[src/rtl/mem_arb_pkg.sv]
// rtl/mem_arb_pkg.sv - shared types and defaults for the two-port memory arbiter
package mem_arb_pkg;

  typedef enum logic [1:0] {
    IDLE  = 2'd0,
    ISSUE = 2'd1,
    WAIT  = 2'd2,
    RESP  = 2'd3
  } arbState_e;

  typedef enum logic {
    GNT_IC = 1'b0,
    GNT_DC = 1'b1
  } grant_e;

  localparam int TIMEOUT_DEFAULT = 16;
  localparam int CNT_W           = 5;

endpackage

[src/rtl/arb_rr2.sv]
// rtl/arb_rr2.sv - two-requester round-robin grant selection
module arb_rr2
  import mem_arb_pkg::*;
(
  input  logic icReq,
  input  logic dcReq,
  input  logic lastGnt,
  output logic gntValid,
  output logic gnt
);

  always_comb begin
    gntValid = icReq | dcReq;
    gnt      = GNT_IC;
    if (icReq && dcReq) begin
      // On a tie the side that did not win last time gets the grant.
      gnt = (lastGnt == GNT_IC) ? GNT_DC : GNT_IC;
    end else if (dcReq) begin
      gnt = GNT_DC;
    end
  end

endmodule

[src/rtl/mem_arbiter.sv]
// rtl/mem_arbiter.sv - arbitrates I-cache and D-cache requests onto one memory port
module mem_arbiter
  import mem_arb_pkg::*;
#(
  parameter int TIMEOUT = TIMEOUT_DEFAULT
) (
  input  logic        clk,
  input  logic        rst,
  input  logic        ic_req,
  input  logic [15:0] ic_addr,
  output logic        ic_done,
  output logic        ic_err,
  output logic [15:0] ic_rdata,
  input  logic        dc_req,
  input  logic        dc_wr,
  input  logic [15:0] dc_addr,
  input  logic [15:0] dc_wdata,
  output logic        dc_done,
  output logic        dc_err,
  output logic [15:0] dc_rdata,
  output logic [15:0] mem_addr,
  output logic [15:0] mem_wdata,
  output logic        mem_rd,
  output logic        mem_wr,
  input  logic        mem_done,
  input  logic [15:0] mem_rdata,
  output logic        busy
);

  arbState_e        state;
  logic             lastGnt;
  logic             winner;
  logic             opWr;
  logic [15:0]      addrLat;
  logic [15:0]      wdataLat;
  logic [CNT_W-1:0] waitCnt;
  logic [CNT_W-1:0] waitCntNext;
  logic             timeoutHit;
  logic             rrValid;
  logic             rrGnt;

  arb_rr2 uRr (
    .icReq   (ic_req),
    .dcReq   (dc_req),
    .lastGnt (lastGnt),
    .gntValid(rrValid),
    .gnt     (rrGnt)
  );

  assign waitCntNext = (waitCnt == {CNT_W{1'b1}}) ? waitCnt : waitCnt + 1'b1;
  assign timeoutHit  = (int'(waitCntNext) >= TIMEOUT);

  assign mem_addr  = addrLat;
  assign mem_wdata = wdataLat;
  assign busy      = (state != IDLE);

  always_ff @(posedge clk) begin
    if (rst) begin
      state    <= IDLE;
      lastGnt  <= GNT_IC;
      winner   <= GNT_IC;
      opWr     <= 1'b0;
      addrLat  <= '0;
      wdataLat <= '0;
      waitCnt  <= '0;
      mem_rd   <= 1'b0;
      mem_wr   <= 1'b0;
      ic_done  <= 1'b0;
      ic_err   <= 1'b0;
      ic_rdata <= '0;
      dc_done  <= 1'b0;
      dc_err   <= 1'b0;
      dc_rdata <= '0;
    end else begin
      // Strobes and response pulses default low so each lasts exactly one cycle.
      mem_rd   <= 1'b0;
      mem_wr   <= 1'b0;
      ic_done  <= 1'b0;
      ic_err   <= 1'b0;
      ic_rdata <= '0;
      dc_done  <= 1'b0;
      dc_err   <= 1'b0;
      dc_rdata <= '0;
      case (state)
        IDLE: begin
          if (rrValid) begin
            winner  <= rrGnt;
            lastGnt <= rrGnt;
            state   <= ISSUE;
            if (rrGnt == GNT_DC) begin
              addrLat  <= dc_addr;
              wdataLat <= dc_wdata;
              opWr     <= dc_wr;
              mem_wr   <= dc_wr;
              mem_rd   <= ~dc_wr;
            end else begin
              addrLat  <= ic_addr;
              wdataLat <= '0;
              opWr     <= 1'b0;
              mem_rd   <= 1'b1;
            end
          end
        end
        ISSUE: begin
          waitCnt <= '0;
          state   <= WAIT;
        end
        WAIT: begin
          waitCnt <= waitCntNext;
          // A completion on the final allowed cycle still wins over the timeout.
          if (mem_done) begin
            state <= RESP;
            if (winner == GNT_DC) begin
              dc_done  <= 1'b1;
              dc_rdata <= opWr ? 16'h0000 : mem_rdata;
            end else begin
              ic_done  <= 1'b1;
              ic_rdata <= mem_rdata;
            end
          end else if (timeoutHit) begin
            state <= RESP;
            if (winner == GNT_DC) begin
              dc_done <= 1'b1;
              dc_err  <= 1'b1;
            end else begin
              ic_done <= 1'b1;
              ic_err  <= 1'b1;
            end
          end
        end
        RESP: begin
          state <= IDLE;
        end
        default: begin
          state <= IDLE;
        end
      endcase
    end
  end

endmodule

[config.mk]
export PLATFORM = sky130hd
export DESIGN_NAME = mem_arbiter
export DESIGN_NICKNAME = d
export VERILOG_FILES = /design/src/rtl/mem_arb_pkg.sv /design/src/rtl/arb_rr2.sv /design/src/rtl/mem_arbiter.sv
export SDC_FILE = /design/constraint.sdc
export NUM_CORES = 1
export LEC_CHECK = 0
export CAP_MARGIN = 20
export CELL_PAD_IN_SITES_DETAIL_PLACEMENT = 1
export CELL_PAD_IN_SITES_GLOBAL_PLACEMENT = 2
export CORE_MARGIN = 5
export CORE_UTILIZATION = 23
export DETAILED_ROUTE_END_ITERATION = 10
export PLACE_DENSITY_LB_ADDON = 0.1
export SLEW_MARGIN = 40
export SYNTH_ARGS = -nofsm -noshare
export SYNTH_HDL_FRONTEND = slang
export SYNTH_HIERARCHICAL = 1
export SYNTH_SLANG_ARGS = --single-unit
[constraint.sdc]
create_clock -name clk -period 1.55 [get_ports clk]
set_input_delay 0.155 -clock clk [delete_from_list [all_inputs] [get_ports clk]]
set_output_delay 0.155 -clock clk [all_outputs]
set_load 0.005 [all_outputs]
== Word level (Yosys, flattened, before mapping) ==
Index checks and enable logic that the tools add are counted.

* Word-level logic and storage cells: 58
* Output and inout port bits: 71
* Register bits after elaboration: 79
* Input bits: 70

* Bitwise gates (word level): 7
* Muxes and demuxes: 18
* Equal/unequal tests: 6
* $lt $le $gt $ge: 1
* Reduce and logical (&&, ||, !) cells: 11
* $add $sub $neg: 1

{| class="wikitable"
|+ Operators by type and width
! cell !! number
|-
| two-way mux 16 bit || 2
|-
| two-way mux 1 bit || 10
|-
| one-hot mux 5 bit (2 select lines) || 1
|-
| one-hot mux 2 bit (4 select lines) || 1
|-
| two-way mux 2 bit || 3
|-
| NOT 1 bit || 6
|-
| OR reduction 3 bit || 2
|-
| adder 5 x 1 -> 5 bit (second input constant) || 1
|-
| == test 5 bit (second input constant) || 1
|-
| greater-or-equal comparator 5 bit (second input constant) || 1
|-
| two-way mux 5 bit || 1
|-
| OR reduction 5 bit || 1
|-
| == test 2 bit (second input constant) || 2
|-
| AND reduction 2 bit || 2
|-
| nonzero test 2 bit || 2
|-
| OR reduction 4 bit || 1
|-
| != test 3 bit (second input constant) || 1
|-
| == test 2 x 1 -> 1 bit (second input constant) || 1
|-
| logical NOT 2 bit || 1
|-
| != test 2 bit (second input constant) || 1
|-
| OR reduction 2 bit || 1
|-
| logical AND 1 bit || 1
|-
| OR 1 bit || 1
|}

== Depth between registers and ports, before layout ==
Gate-level depths: netlist of run 1.

* Word-level depth: 6
* Mapped depth: 7
* Mapped depth without buffers: 5

== Modules after synthesis ==
Netlist of run 1, hierarchy kept.

{| class="wikitable"
|+ By module, submodules not included
! module !! cells each !! area an instance (um^2) !! times used !! seq. area each (um^2)
|-
| mem_arbiter || 284 || 2832.7 || 1 || 1581.5
|-
| arb_rr2 || 2 || 13.8 || 1 || 0.0
|}

== Worst setup path before layout of run 1 ==
No wires, ideal clock.

* Kind: register to register
* From: reg state[1]
* To: reg waitCnt[0]
* Path buffers: 1
* Slack: 181 ps
* Data required time: 1478 ps
* Data arrival time: 1298 ps
* Stages on the path, launching flop included: 7
* Path through: dfxtp_1 -> inv_1 -> ha_1 -> buf_2 -> inv_1 -> a31oi_1 -> mux2i_1

* Longest elaborated chain between the ends: 2

{| class="wikitable"
|+ RTL lines
! element !! RTL line !! RTL
|-
| start, declared || mem_arbiter.sv:30 || <nowiki>arbState_e state;</nowiki>
|-
| start signal, assigned || mem_arbiter.sv:59 || <nowiki>state <= IDLE;</nowiki>
|-
| start signal, assigned || mem_arbiter.sv:89 || <nowiki>state <= ISSUE;</nowiki>
|-
| start signal, assigned || mem_arbiter.sv:106 || <nowiki>state <= WAIT;</nowiki>
|-
| == test 2 bit or == test 2 x 1 -> 1 bit (tied branches) || mem_arbiter.sv:84 || <nowiki>case (state)</nowiki>
|-
| one-hot mux 5 bit (2 select lines) or nonzero test 2 bit (tied branches) || n/a ||
|-
| end signal, assigned || mem_arbiter.sv:109 || <nowiki>waitCnt <= waitCntNext;</nowiki>
|-
| end, declared || mem_arbiter.sv:36 || <nowiki>logic [CNT_W-1:0] waitCnt;</nowiki>
|}

Several ways; a longest one is shown, not always the timed one.
A chain may end at the register's enable or synchronous reset.

== Final worst setup path of run 1 ==
* From: reg state[0]
* To: reg dc_rdata[7]

* Longest elaborated chain between the ends: 3

{| class="wikitable"
|+ RTL lines
! element !! RTL line !! RTL
|-
| == test 2 bit || mem_arbiter.sv:84 ||
|-
| NOT 1 bit (no line) || n/a ||
|-
| OR reduction 5 bit (no line) || n/a ||
|-
| end signal, assigned || mem_arbiter.sv:115 || <nowiki>dc_rdata <= opWr ? 16'h0000 : mem_rdata;</nowiki>
|-
| end, declared || mem_arbiter.sv:20 || <nowiki>output logic [15:0] dc_rdata,</nowiki>
|}

No other way between the ends.

==> qor.txt, run 1 <==
Status: completed
Root Driver: clkbuf_16
Routed Antenna Nets: 0
Distinct cell type count after synthesis: 30
Unrepaired setup endpoints after global routing: yes
Setup Skew: 0.005929 ns
Gr usage total: 0.1274
Fin. max-slew vios: 0
DP Cell Count: 591
Nets: 511
Synthesized Nets: 360
Critical Path RT: 1.84 ns
Placement-stage cell area: 4561 um^2
Fmax: 682.5 MHz
Switching power of the nets: 1.981 mW
Post-Synthesis Cells: 286
FF+latch area: 1584 um^2
HPWL Detailed: 6.609 mm
Vias in the first global route: 2774
Port Buf Inserts: 140
CTS Buffer Depth: 2
Clk pwr share: 0.325
Maximum fanout along the worst path: 8
Async set-reset flop share out of synthesis: 0
Sequential fraction of the synthesis area: 0.5556
DIE WIDTH: 121.2 um
CTS Sinks: 79
Reg2Reg Depth: 7
1st-pass router iterations: 4
Worst setup startpoint: state[0]
Reg2Reg Setup Slack: 0.08 ns
End of the critical path: dc_rdata[7]
Post-synth EDFFs: 0
CP Data Arrival Time: 1.76 ns
Core area: 12060 um^2
Layout area overhead: 73.58%
Htree depth: 3
Fill count: 1351
Dominant synthesized flop cell: dfxtp_1
Area of the multi-input gates: 1166 um^2
Most frequent cell after synthesis: dfxtp_1
Synth area leader: dfxtp_1
Synth warn: 6
Power Total: 6.916 mW
Final non-filler cell area: 4941 um^2
Layout Cells excl Fill: 609
Core Rows: 40
Worst-margin pin slew: 0.3387 ns
Reg power frac: 0.359
Diodes inserted: 0
Leakage: 1.884 nW
Routability Congestion: 0.7101
Core Util, Final: 0.4096
Fin crit share: 0.9452
R2R Path Start: state[0]
Initial DRC count: 83
Top cells by area, synth: dfxtp_1 56%, and2_1 7.7%, mux2i_1 7.0%, a211oi_1 4.7%, a21oi_1 3.3%
Flops & latches, synth: 79
Sw Ratio: 0.2864
Worst setup EP type: register
First-pass GRT wire length: 14.27 mm
Fin. Hold Viols: 0
CTS buffer count: 9
WS Path Type: reg -> reg
Worst-path clk slew: 0.06 ns
Vias per cell: 4.209
# DRC: 0
Max cap viols: 0
Die area: 14700 um^2
Chip height: 121.2 um
Share of the synthesized area in the top cell type: 0.5556
TritonCTS clock tree: built
Commonest cells post-synth: 79 x dfxtp_1, 35 x and2_1, 24 x nand2_1
Worst reg2reg endpoint: dc_rdata[7]
Via count: 2563
Max_slew headroom: 0.7731
Pwr dens: 1400 nW/um^2
Top Ports: 141
Largest net degree at the start of global routing: 30
VDD IR-drop max: 0.6361 mV
Routed length per instance: 14.75 um
Initial core utilization: 0.2360
Total gr overflow: 0
HP Class: in -> reg
Syn_area_per_cell: 9.953 um^2
Setup violators final: 0
Minimum clock period: 1.465 ns
Combinational share of power: 0.316
Worst Setup Start Kind: register
Share of layout cells above drive strength 1: 0.1043
CTS hold repair buffers: 0
Mapped Area: 2846 um^2
Int Power: 4.935 mW
Antenna violations before repair: 0
Drt total wl: 8.983 mm
Worst skew pair latency: 0.35 ns
==> critical path, cell delays in order, from the launching register on <==
cell	delay [ns]
dfxtp_2	0.33
inv_4	0.07
ha_4	0.12
buf_6	0.08
nand3b_1	0.14
nor3_4	0.33
clkbuf_16	0.21
and2_4	0.13
==> cell type report <==
class / instances / area share
flip-flops and latches: 79 / 0.3206
repair buffers: 159 / 0.3317
clock inverters: 4 / 0.01418
well taps: 168 / 0.04254
clock buffers: 11 / 0.04913
multi-input cells: 181 / 0.2360
inverters: 7 / 0.005824
==> placed cells by master (no fill, tap or decap), drive strengths merged <==
cell,n
a211oi,18
a21bo,1
a21boi,1
a21oi,19
a31oi,3
a41oi,1
and2,35
and3,1
buf,18
bufinv,2
clkbuf,12
clkdlybuf4s50,139
clkinv,2
dfxtp,79
dlygate4sd2,1
ha,4
inv,7
mux2i,20
nand2,24
nand3,18
nand3b,1
nor2,19
nor2b,1
nor3,5
o211a,1
o211ai,4
o21ai,2
or2,1
or3,1
or3b,1
==> metal layers <==
layer  track usage  vias to the layer above  wire, um
met4       0.05252                        0       166
met3       0.08112                       13       998
met2        0.2119                       82      4389
met5             0                        -         0
met1        0.1266                     1195      3428
li1              -                     1273         -
==> state kept, by name (all words and copies together) (netlist names) <==
signal / count
opWr: 1
mem_wdata: 16
winner: 1
ic_done: 1
mem_wr: 1
ic_rdata: 16
state: 2
dc_err: 1
mem_rd: 1
ic_err: 1
dc_rdata: 16
dc_done: 1
mem_addr: 16
waitCnt: 5
==> power by group through the flow <==
stage / Clock, mW / Sequential [mW] / Combinational, mW
2_1_floorplan: 0 / 2.51 / 1.01
3_3_place_gp: 0 / 2.50 / 2.14
3_5_place_dp: 0 / 2.51 / 2.17
4_1_cts: 2.35 / 2.47 / 2.18
5_1_grt: 2.42 / 2.52 / 2.42
6_report: 2.25 / 2.48 / 2.18
==> kinds of logic after synthesis <==
| logic type | synth area share |
|---|---|
| AOI/OAI and AO/OA | 0.1143 |
| adders and majority gates | 0.01758 |
| buffers and inverters | 0.04616 |
| DFF | 0.5556 |
| muxes | 0.07033 |
| and+or+nand+nor | 0.1961 |
==> per-stage QoR <==
step / setup TNS [ns] / hold slack, ns / worst slack [ns]
floorplan: 0 / 0.2343 / 0.1805
global placement: -0.003304 / 0.4391 / -0.003304
detailed placement: -0.5651 / 0.4489 / -0.08405
CTS: 0 / 0.3645 / 0.07105
global route: -0.009368 / 0.3881 / -0.007505
finish: 0 / 0.3850 / 0.08489
==> worst min path at each step <==
stage / start / to / cells past startpoint
2_1_floorplan: mem_done / dc_err / 1
3_3_place_gp: mem_wdata[1] / mem_wdata[1] / 2
3_5_place_dp: mem_wdata[9] / mem_wdata[9] / 2
4_1_cts: dc_wdata[4] / mem_wdata[4] / 3
5_1_grt: dc_wdata[4] / mem_wdata[4] / 3
6_report: dc_wdata[4] / mem_wdata[4] / 3
==> what timing repair did <==
item | in CTS | in global routing
endpoints found under the setup margin | 1 | 15
gates resized for setup | 3 | 8
buffers inserted | 0 | 2
pin swaps | 0 | 4
cloned | 0 | 1
No activity file was read; power rests on OpenSTA's default activity.
==> inputs of run 2 (changes only) <==
--- a/config.mk
+++ b/config.mk
@@ -12,7 +12,6 @@
 export CORE_UTILIZATION = 23
 export DETAILED_ROUTE_END_ITERATION = 10
 export PLACE_DENSITY_LB_ADDON = 0.1
-export SLEW_MARGIN = 40
 export SYNTH_ARGS = -nofsm -noshare
 export SYNTH_HDL_FRONTEND = slang
 export SYNTH_HIERARCHICAL = 1
==> results of run 2 <==
No change in the layout: final DEF, timing and power equal those of run 1.
